**src/rtl/systolic_tile_ctrl.sv**
```systemverilog
// Tiled-GEMM scheduler for a 4x4 int8 systolic array: walks mi/ni/ki tiles,
// feeds A/B tiles to the array, waits for it to drain and writes each int32 C tile.
module systolic_tile_ctrl #(
  parameter int TILE_W = 8,
  parameter int ADDR_W = 16
) (
  input  logic              clk,
  input  logic              rst,
  input  logic              start,
  input  logic [TILE_W-1:0] m_tiles,
  input  logic [TILE_W-1:0] n_tiles,
  input  logic [TILE_W-1:0] k_tiles,
  input  logic [8:0]        input_offset,
  output logic              busy,
  output logic              done,
  output logic              a_rd_en,
  output logic [ADDR_W-1:0] a_rd_addr,
  input  logic [127:0]      a_rd_data,
  output logic              b_rd_en,
  output logic [ADDR_W-1:0] b_rd_addr,
  input  logic [127:0]      b_rd_data,
  output logic              sa_clear,
  output logic              sa_in_valid,
  output logic [127:0]      sa_row_in,
  output logic [127:0]      sa_col_in,
  output logic [8:0]        sa_input_offset,
  input  logic              sa_busy,
  input  logic [511:0]      sa_data_out,
  output logic              c_wr_en,
  output logic [ADDR_W-1:0] c_wr_addr,
  output logic [511:0]      c_wr_data,
  input  logic              c_wr_ready
);

  typedef enum logic [2:0] {
    S_IDLE,
    S_CLEAR,
    S_FETCH,
    S_LOAD,
    S_DRAIN,
    S_WRITE,
    S_DONE
  } state_t;

  state_t state;

  logic [TILE_W-1:0] m_reg, n_reg, k_reg;
  logic [TILE_W-1:0] mi_reg, ni_reg, ki_reg;
  // Row/column bases hold mi*k and ni*k, kept incrementally so no multiplier is needed.
  logic [ADDR_W-1:0] a_base_reg, b_base_reg;
  logic              after_load_reg;
  logic              drain_first_reg;

  logic              last_k, last_n, last_m;
  logic [TILE_W-1:0] ki_inc;
  logic [TILE_W-1:0] fetch_ki;

  assign last_k   = (ki_reg == k_reg - TILE_W'(1));
  assign last_n   = (ni_reg == n_reg - TILE_W'(1));
  assign last_m   = (mi_reg == m_reg - TILE_W'(1));
  assign ki_inc   = ki_reg + TILE_W'(1);
  assign fetch_ki = after_load_reg ? ki_inc : ki_reg;

  assign sa_row_in = a_rd_data;
  assign sa_col_in = b_rd_data;
  assign c_wr_data = sa_data_out;

  always_ff @(posedge clk) begin
    if (rst) begin
      state           <= S_IDLE;
      m_reg           <= '0;
      n_reg           <= '0;
      k_reg           <= '0;
      mi_reg          <= '0;
      ni_reg          <= '0;
      ki_reg          <= '0;
      a_base_reg      <= '0;
      b_base_reg      <= '0;
      after_load_reg  <= 1'b0;
      drain_first_reg <= 1'b0;
      busy            <= 1'b0;
      done            <= 1'b0;
      a_rd_en         <= 1'b0;
      a_rd_addr       <= '0;
      b_rd_en         <= 1'b0;
      b_rd_addr       <= '0;
      sa_clear        <= 1'b0;
      sa_in_valid     <= 1'b0;
      sa_input_offset <= '0;
      c_wr_en         <= 1'b0;
      c_wr_addr       <= '0;
    end else begin
      done        <= 1'b0;
      a_rd_en     <= 1'b0;
      b_rd_en     <= 1'b0;
      sa_clear    <= 1'b0;
      sa_in_valid <= 1'b0;

      case (state)
        S_IDLE: begin
          if (start) begin
            m_reg           <= m_tiles;
            n_reg           <= n_tiles;
            k_reg           <= k_tiles;
            sa_input_offset <= input_offset;
            busy            <= 1'b1;
            if (m_tiles == '0 || n_tiles == '0 || k_tiles == '0) begin
              done  <= 1'b1;
              state <= S_DONE;
            end else begin
              mi_reg     <= '0;
              ni_reg     <= '0;
              ki_reg     <= '0;
              a_base_reg <= '0;
              b_base_reg <= '0;
              c_wr_addr  <= '0;
              sa_clear   <= 1'b1;
              state      <= S_CLEAR;
            end
          end
        end

        S_CLEAR: begin
          after_load_reg  <= 1'b0;
          drain_first_reg <= 1'b1;
          state           <= S_DRAIN;
        end

        S_FETCH: begin
          sa_in_valid <= 1'b1;
          state       <= S_LOAD;
        end

        S_LOAD: begin
          after_load_reg  <= 1'b1;
          drain_first_reg <= 1'b1;
          state           <= S_DRAIN;
        end

        S_DRAIN: begin
          // sa_busy is registered in the array, so the first drain cycle cannot see it yet.
          if (drain_first_reg) begin
            drain_first_reg <= 1'b0;
          end else if (!sa_busy) begin
            if (after_load_reg && last_k) begin
              c_wr_en <= 1'b1;
              state   <= S_WRITE;
            end else begin
              ki_reg    <= fetch_ki;
              a_rd_addr <= a_base_reg + ADDR_W'(fetch_ki);
              b_rd_addr <= b_base_reg + ADDR_W'(fetch_ki);
              a_rd_en   <= 1'b1;
              b_rd_en   <= 1'b1;
              state     <= S_FETCH;
            end
          end
        end

        S_WRITE: begin
          if (c_wr_ready) begin
            c_wr_en   <= 1'b0;
            ki_reg    <= '0;
            // mi-major, ni-minor order makes the C tile address a plain running count.
            c_wr_addr <= c_wr_addr + ADDR_W'(1);
            if (last_n) begin
              ni_reg     <= '0;
              b_base_reg <= '0;
              if (last_m) begin
                done  <= 1'b1;
                state <= S_DONE;
              end else begin
                mi_reg     <= mi_reg + TILE_W'(1);
                a_base_reg <= a_base_reg + ADDR_W'(k_reg);
                sa_clear   <= 1'b1;
                state      <= S_CLEAR;
              end
            end else begin
              ni_reg     <= ni_reg + TILE_W'(1);
              b_base_reg <= b_base_reg + ADDR_W'(k_reg);
              sa_clear   <= 1'b1;
              state      <= S_CLEAR;
            end
          end
        end

        S_DONE: begin
          busy  <= 1'b0;
          state <= S_IDLE;
        end

        default: begin
          busy  <= 1'b0;
          state <= S_IDLE;
        end
      endcase
    end
  end

endmodule
```
**config.mk**
```make
export PLATFORM = sky130hd
export DESIGN_NAME = systolic_tile_ctrl
export DESIGN_NICKNAME = d
export VERILOG_FILES = /design/src/rtl/systolic_tile_ctrl.sv
export SDC_FILE = /design/constraint.sdc
export NUM_CORES = 1
export LEC_CHECK = 0
export BUFFER_PORTS_ARGS = -buffer_cell sky130_fd_sc_hd__buf_4
export CAP_MARGIN = 30
export CORE_AREA = 3 3 642 644
export CTS_BUF_LIST = sky130_fd_sc_hd__clkbuf_16
export DETAILED_ROUTE_END_ITERATION = 8
export DIE_AREA = 0 0 645 647
export PLACE_DENSITY_LB_ADDON = 0.08
export SETUP_SLACK_MARGIN = 0.2
export SLEW_MARGIN = 0
export SYNTH_ARGS = -nofsm -noshare
export SYNTH_HDL_FRONTEND = slang
export SYNTH_SLANG_ARGS = --single-unit
```
**constraint.sdc**
```tcl
create_clock -name clk -period 5.7 [get_ports clk]
set_input_delay 0.57 -clock clk [delete_from_list [all_inputs] [get_ports clk]]
set_output_delay 0.57 -clock clk [all_outputs]
set_load 0.1 [all_outputs]
```
---- Word-level counts from Yosys, hierarchy flattened ----
Cells that the tools add are included.
W data, S select, Z words.
storage, ports and cells
  flip-flop bits (word level) ............. 148
  bits in read-only memories .............. 0
  output and inout port bits .............. 832
  memory bits (writable) .................. 0
  bits in latches ......................... 0
  memories kept ........................... 0
cells by class
  $add $sub $neg .......................... 11
  multiplexer cells ....................... 58
  bitwise operators ....................... 5
  multiply operators ...................... 0
  shifts and indexed selects .............. 0
  divide/modulo/power cells ............... 0
  equal/unequal tests ..................... 17
  order comparisons ....................... 0
  reductions and logical operators ........ 23
operators with widths
  cell                     number
  $mux W16                 8
  $mux W8                  12
  $pmux W16 S2             3
  $add A16 B8 Y16          4
  $pmux W8 S2              2
  $add A8 B1 Y8 const B    3
  $eq A8 B8 Y1             3
  $logic_not A8 Y1         3
  $mux W3                  8
  $pmux W8 S3              1
  $sub A8 B1 Y8 const B    3
  $ne A2 B2 Y1 const B     9
  $mux W1                  17
  $add A16 B1 Y16 const B  1
  $pmux W3 S5              1
  $pmux W1 S2              6
  $reduce_and A4 Y1        3
  $reduce_bool A2 Y1       4
  $reduce_and A7 Y1        1
  $eq A3 B2 Y1 const B     2
  $eq A3 B3 Y1 const B     2
  $reduce_and A6 Y1        1
  $not A1 Y1               5
  $reduce_and A5 Y1        1
  9 further kinds          11

---- Logic depth before layout (Yosys ltp) ----
Gate-level depths: netlist of run 1.
  word-level depth ........................ 7
  mapped depth ............................ 12
  depth with buffers taken out ............ 11

---- Worst setup path before layout of run 1 ----
Ideal clock, no wire load.
  kind .................................... register -> register
  from .................................... reg after_load_reg
  to ...................................... reg a_rd_addr[12]
  data arrival time ....................... 2,642 ps
  required time ........................... 5,614 ps
  path buffers ............................ 1
  stages on the path, launching flop included .. 13
  setup slack ............................. 2,973 ps
  cells stage by stage .................... dfxtp_1 -> clkbuf_1 -> nand4_1 -> nor2_1 -> xor2_1 -> ha_1 -> nand3_1 -> o211ai_1 -> nor4_1 -> nor3_1 -> nand3_1 -> xor2_1 -> a211oi_1
on the way
  longest elaborated chain between the ends .. 3
RTL lines
  what                                                                     RTL line  RTL
  start: declaration                                                       51        logic after_load_reg;
  start signal: assignment                                                 79        after_load_reg <= 1'b0;
  start signal: assignment                                                 124       after_load_reg <= 1'b0;
  start signal: assignment                                                 135       after_load_reg <= 1'b1;
  parallel branches: the longest is 3 deep, another holds $add A16 B8 Y16  -
  end signal: assignment                                                   150       a_rd_addr <= a_base_reg + ADDR_W'(fetch_ki);
  end: declaration                                                         17        output logic [ADDR_W-1:0] a_rd_addr,
Parallel ways; which one is timed is not known.
A chain may end at the register's enable or synchronous reset.

---- Worst setup path in the final report of run 1 ----
  from .................................... reg state[2]
  to ...................................... reg a_base_reg[12]
on the way
  longest elaborated chain between the ends .. 3
RTL lines
  what                                                                 RTL line  RTL
  start: declaration                                                   45        state_t state;
  start signal: assignment                                             70        state <= S_IDLE;
  start signal: assignment                                             109       state <= S_DONE;
  start signal: assignment                                             118       state <= S_CLEAR;
  $eq A3 B3 Y1 or $logic_not A3 Y1 (tied branches)                     99        case (state)
  $ne A2 B2 Y1 (no source line) or $reduce_bool A2 Y1 (tied branches)  -
  $reduce_and A6 Y1 (no source line)                                   -
  end signal: assignment                                               173       a_base_reg <= a_base_reg + ADDR_W'(k_reg);
  end: declaration                                                     50        logic [ADDR_W-1:0] a_base_reg, b_base_reg;
Several ways; a longest one is shown, not always the timed one.

==> impl_results.md, run 1 <==
- Cell area after placement: 15870 µm²
- Placed insts: 6516
- Area Overhead vs Synth: 16.82%
- Synth unique cells: 75
- Number of clock sinks: 148
- Synth top area cells: buf_4 41%, dfxtp_1 21%, ha_1 3.4%, nand2_1 3.3%, a21oi_1 3.1%
- Count of pins over their slew limit: 0
- Synth top cells by count: 769 x buf_4, 148 x dfxtp_1, 123 x nand2_1, 114 x nor2_1, 87 x a21oi_1
- Min-Delay Path Depth: 3
- Reg2reg path depth: 8
- Max Clock Freq: 285.7 MHz
- Final Util: 4.068%
- Worst setup SP type: register
- DRT antenna net count: 0
- Yosys top cell by area: buf_4
- EDFF count, synth: 0
- Hold path start: input_offset[0]
- DR vias/cell: 1.412
- Seq cells post-synth: 148
- Slew of the pin with the lowest slew margin: 0.8779 ns
- Violation count after the first detailed-route iteration: 429
- Post-CTS setup buffer count: 0
- Final hold vios: 0
- Ys Warns: 0
- Maximum vdd ir drop: 128.6 µV
- Clock Path Buffers: 3
- Max_cap viols: 0
- Post-route setup TNS: 0 ns
- IO Pins: 1638
- Synthesized net count: 2639
- Root Buffer: clkbuf_16
- Min setup slack post-route: 2.200 ns
- Multi-input logic area: 5140 µm²
- Hold-fix buffers, CTS: 0
- Die Ht: 647 µm
- Leakage: 3.964 nW
- Num CTS Buffers: 25
- Hold WS: 0.2714 ns
- GRT Overall Usage: 6.657%
- Cell area power density: 185.1 nW/µm²
- WP data arrival: 3.96 ns
- First-pass DRT Iterations: 4
- CP required: 6.16 ns
- Clk pin slew, worst setup/hold paths: 0.08 ns
- First-pass GRT wire length: 167.5 mm
- Share of post-route cells with drive strength above 1: 14.91%
- Worst rel slew slack: 41.47%
- CORE AREA: 406400 µm²
- Area share of the largest cell type after synthesis: 40.80%
- Cell Area, Synth: 14150 µm²
- # setup viols final: 0
- Port bufs: 101
- Pre-CTS setup slack: 2.048 ns
- CP max FO: 19
- Reg area: 2963 µm²
- H-tree levels: 4
- Mapped Cells: 1790
- Average routed wire per standard cell: 22.08 µm
- Worst min-delay path class: in2reg
- Overflow after GRT: 0
- # nets final: 1964
- DIE AREA: 417300 µm²
- HPWL Detailed: 128.5 mm
- Antenna violations before repair: 4
- Routed wire length: 144.6 mm
- Reg2reg start: state[2]
- CP Capture Type: register
- Crit share post-route: 61.41%
- CTS resizes: 0
- WS Path Type: reg2reg
- Ys async rst share: 0%
- Die width: 645 µm
- Fin crit period: 3.500 ns
- Rows: 234
- Total power: 3.059 mW
- Skew final: 0.04463 ns
- Starting density of the core: 3.482%
- CTS tree: yes
- Fin cells: 6549
- Register area share after synthesis: 20.94%
- RR Endpoint: a_base_reg[12]
- Fillers: 48444
- Count leader, synth: buf_4
- Worst skew pair latency: 0.56 ns
- Syn avg cell area: 7.905 µm²
- Vias: 9249
- Post-route design area: 16530 µm²
- Routability cong.: 0.5865
- Status: complete, no violations
- Vias in the first global route: 9711
- DR DRC count: 0
- Most common flop cell mapped by yosys: dfxtp_1
- Largest net degree at the start of global routing: 59
- Worst Hold Path EP: sa_input_offset[0]
- Flop-to-flop setup slack: 2.20 ns
- RSZ-0062 raised after global routing: false
==> how the worst max path moves through the flow <==
| stage | end | start |
|---|---|---|
| after global placement | b_rd_addr[13] | ki_reg[0] |
| after floorplan | a_rd_addr[12] | after_load_reg |
| final | a_base_reg[12] | state[2] |
| after global routing | a_base_reg[12] | state[2] |
| after CTS | a_base_reg[12] | state[2] |
| after detailed placement | a_base_reg[12] | state[2] |
==> power breakdown <==
part	switching (mW)	total, mW	internal, mW
sequential	0.0620	1.13	1.07
clock	0.637	1.42	0.781
combinational	0.368	0.514	0.146
total	1.07	3.06	1.99
==> worst max-delay path, cell delays in order, from the launching register on <==
cell and delay, ns:
dfxtp_1 0.67, nor2b_1 0.42, and2_1 0.43, nand2_1 0.34, nand2_1 0.20, buf_4 0.31, o2111ai_2 0.35, or4_1 0.56
a21oi_1 0.15
==> metal layers <==
layer  share of wire (%)  wire, µm  track usage [%]  vias to the layer above
li1                    -         -                -                     3851
met2                  46     66690            10.81                     1087
met4                 6.5      9349            4.026                       12
met3                  24     33990            7.313                      312
met5                0.41       586            1.076                        -
met1                  24     33990            4.384                     3987
==> area by class of cell <==
type	count	share of cell area, %
inverters	23	0.5223
clock inverters	7	0.1817
well taps	5428	41.09
multi-input cells	799	31.10
diodes	1	0.01514
repair buffers	118	5.389
clock buffers	25	3.785
flip-flops and latches	148	17.92
==> logic make-up after synthesis <==
group | after synthesis | synth area share (%)
buffers and inverters | 843 | 42.90
AND/OR/NAND/NOR | 408 | 13.88
AO/OA/AOI/OAI | 241 | 11.48
flip-flops | 148 | 20.94
XOR/XNOR | 89 | 5.509
adder cells (fa/ha/maj) | 43 | 4.015
multiplexers | 18 | 1.282
==> cells in the final DEF, fill, tap and decap left out, types with 8 or more instances in the layout <==
cell type    n
a211oi_1    28
ha_1        39
nor2_1     114
o211ai_1     8
mux2i_1     17
nor4_1      12
a21oi_1     86
a31o_1       8
o31ai_1     14
dfxtp_1    148
clkbuf_16   25
and3_1      14
xor2_1      42
o21ai_0     26
nand2_1    123
buf_4      116
nand3_1     36
nor3_1      22
or3_1       12
or4_1       15
nand4_1     15
xnor2_1     47
inv_1       26
No activity file was read; power rests on OpenSTA's default activity.
==> run 2, diff against run 1 <==
ABC_AREA = 1   (was default)
CORE_AREA = 3 3 645 647   (was 3 3 642 644)
DIE_AREA = 0 0 648 650   (was 0 0 645 647)
clock period = 2.9 ns   (was 5.7 ns; I/O delays follow)
==> run 2 against run 1 <==
Compared with the run above: highest routed layer unchanged; via count up 17%; largest power group is now combinational cells; core utilization up 0.34 points; final cell count up 6.0%; largest cell class unchanged.
==> impl_results.md, run 2 <==
- Num CTS Buffers: 17 (-32%)
- Max_cap viols: 0 (unchanged)
- Hold WS: 0.05612 ns (-0.2153 ns)
- Crit path cell chain: ha_2 -> nand4_1 -> buf_4 -> xor2_2 -> buf_4 -> ha_1 -> nand2_1 -> nor2_2 -> nand3_4 -> a31oi_4 -> nand2_1 -> xor2_1 -> a21oi_1
- Slew of the pin with the lowest slew margin: 0.8164 ns (-0.06158 ns)
- Commonest non-fill, non-tap cell in the layout: nand2_1
- # setup viols final: 0 (unchanged)
- Share of post-route cells with drive strength above 1: 20.99% (+6.1 points)
- Number of clock sinks: 148 (unchanged)
- Register area share after synthesis: 20.11% (-0.83 points)
- Cell Area, Synth: 14730 µm² (+4.1%)
- Seq cells post-synth: 148 (unchanged)
- Crit. Startpoint: ki_reg[0]
- Max Clock Freq: 390.0 MHz (+37%)
- Simple-gate share of the synthesized area: 19.22% (+5.3 points)
- Area share of fa/ha/maj cells after synthesis: 3.855% (-0.16 points)
- Min-Delay Path Depth: 3 (unchanged)
- # nets final: 2327 (+18%)
- Maximum vdd ir drop: 468.8 µV (+260%)
- Root Buffer: clkbuf_16
- Combinational share of power: 39.4% (+23 points)
- Switch share: 47.70% (+13 points)
- Synth top cells by count: 772 x buf_4, 294 x nand2_1, 156 x nor2_1, 148 x dfxtp_1, 126 x a21oi_1
- Routability cong.: 0.6281 (+7.1%)
- Ys async rst share: 0% (unchanged)
- DR DRC count: 0 (unchanged)
- Skew final: 0.03212 ns (-0.01251 ns)
- WS Path Type: reg2reg
- Synth top area cells: buf_4 39%, dfxtp_1 20%, nand2_1 7.5%, a21oi_1 4.3%, nor2_1 4.0%
- Reg2reg start: ki_reg[0]
- Fin crit period: 2.564 ns (-0.9362 ns)
- Ys Warns: 0 (unchanged)
- Antenna violations before repair: 26 (+22)
- Die width: 648 µm (+0.47%)
- First-pass GRT wire length: 196.3 mm (+17%)
- H-tree levels: 4 (unchanged)
- Worst skew pair latency: 0.55 ns (about the same)
- Reg2reg path depth: 13 (+5)
- Mux share of post-synthesis cell area: 0% (-1.3 points)
- CORE AREA: 410200 µm² (+0.93%)
- WP data arrival: 3.03 ns (-0.93 ns)
- Post-route design area: 18080 µm² (+9.4%)
- Largest family of logic cells by synthesized area: buffers and inverters
- CP max stage delay: 0.38 ns (-0.29 ns)
- Leakage: 5.112 nW (+29%)
- Starting density of the core: 3.592% (+0.11 points)
- Worst min-delay path class: in2reg
- Largest net degree at the start of global routing: 62 (+5.1%)
- EDFF count, synth: 0 (unchanged)
- CTS tree: yes
- Status: complete, no violations
- First-pass DRT Iterations: 5 (+1)
- Area Overhead vs Synth: 22.69%
- CP Capture Type: register
- Clk pin slew, worst setup/hold paths: 0.08 ns (about the same)
- Cell area power density: 448.7 nW/µm² (+140%)
- Area share of the largest cell type after synthesis: 39.33% (-1.5 points)
- Count leader, synth: buf_4
- Worst setup SP type: register
- Synthesized net count: 2917 (+11%)
- Slowest CP cell: dfxtp_4
- Most common flop cell mapped by yosys: dfxtp_1
- CP max FO: 5 (-14)
- Overflow after GRT: 0 (unchanged)
- Seq pwr share: 29.9% (-7.0 points)
- Most frequent cells in the layout: 283 x nand2_1, 181 x buf_4, 153 x nor2_1
- GRT Overall Usage: 7.792% (+1.1 points)
- Sw power: 3.869 mW (+260%)
- Worst rel slew slack: 45.16% (+3.7 points)
- HPWL Detailed: 152.3 mm (+18%)
- Violation count after the first detailed-route iteration: 474 (+10%)
- Rows: 235 (+0.43%)
- Hold path start: n_tiles[5]
- CP required: 3.37 ns (-2.79 ns)
- Die Ht: 650 µm (+0.46%)
- Vias: 10810 (+17%)
- XOR/XNOR Fraction of Synth Area: 4.577% (-0.93 points)
- Syn avg cell area: 7.125 µm² (-9.9%)
- Total power: 8.111 mW (+170%)
- DR vias/cell: 1.557 (+10%)
- Count of pins over their slew limit: 0 (unchanged)
- Yosys top cell by area: buf_4
- Compound-cell area share of the yosys netlist: 8.373% (-3.1 points)
- IO Pins: 1638 (unchanged)
- Vias in the first global route: 11368 (+17%)
- RSZ-0062 raised after global routing: true
- Routed wire length: 170.3 mm (+18%)
- Fillers: 48697 (+0.52%)
- Average routed wire per standard cell: 24.53 µm (+11%)
- Post-route setup TNS: 0 ns (unchanged)
- DRT antenna net count: 0 (unchanged)
- Final Util: 4.407% (+0.34 points)
- Port bufs: 101 (unchanged)
- Clk network pwr share: 30.7% (-16 points)
- Mapped Cells: 2068 (+16%)
- Cell area after placement: 17020 µm² (+7.3%)
- Internal power: 4.242 mW (+110%)
- Clock Path Buffers: 2 (-1)
- Synth unique cells: 50 (-33%)
- DIE AREA: 421200 µm² (+0.93%)
- Crit share post-route: 88.42% (+27 points)
- Final hold vios: 0 (unchanged)
==> run 2: kinds of logic (layout without fill, tap and decap cells) <==
family,count (synthesis),in the layout
buffers and inverters,926,348
and+or+nand+nor,642,643
AOI/OAI and AO/OA,232,232
DFF,148,148
xor gates and xnor gates,77,77
adders and majority gates,43,43
other,0,2
==> run 2: final timing paths <==
check,end,slack (ns)
worst min register to register,c_wr_en,0.46
worst max-delay path,a_rd_addr[15],0.34
worst min-delay path,n_reg[5],0.06
worst max register to register,a_rd_addr[15],0.34
==> run 2: repair_timing <==
action | in CTS | in global routing
endpoints found under the hold margin | 15 | 0
gates cloned | 0 | 1
pin swaps | 5 | 21
hold buffers | 15 | 0
setup endpoints to repair | 21 | 23
gates resized for setup | 20 | 46
setup buffers | 0 | 4
==> run 2: power groups by stage <==
stage	Combinational [mW]	Clock, mW	Sequential (mW)
2_1_floorplan	6.36	0	2.97
5_1_grt	3.58	2.81	2.47
3_5_place_dp	3.33	0	2.49
3_3_place_gp	3.36	0	2.50
6_report	3.20	2.49	2.42
4_1_cts	3.37	2.77	2.44
==> run 2: layer usage <==
layer  wire length [µm]  up-vias  track usage [%]
li1                   -     4635                -
met1              35510     4611            4.606
met2              77850     1231            12.56
met3              45970      327            9.839
met4              10780        6            4.286
met5                232        -           0.5263
==> run 2: metrics by stage <==
step | setup WS [ns] | std cells
finish | 0.3359 | 6944
global placement | -0.1888 | 6889
global route | 0.1588 | 6944
CTS | 0.1898 | 6937
detailed placement | -0.09786 | 6890
floorplan | 0.4336 | 2068
==> run 2: worst max-delay path, delay by kind of cell (launching register included) <==
family          cells  cell delay [ns]
xor+xnor            2             0.31
compound gates      2             0.36
simple gates        5             0.63
flops               1             0.38
fa+ha+maj           2             0.50
buf+inv             2             0.33
==> run 2: layout make-up <==
type / instances / area [µm²] / area share (%)
tap: 5451 / 6820 / 37.73
multi-input combinational: 995 / 5592 / 30.93
sequential: 148 / 2972 / 16.44
timing repair buffer: 207 / 1703 / 9.420
clock buffer: 17 / 425.4 / 2.353
inverter: 109 / 417.9 / 2.312
clock inverter: 15 / 142.6 / 0.7890
antenna: 2 / 5.005 / 0.02769
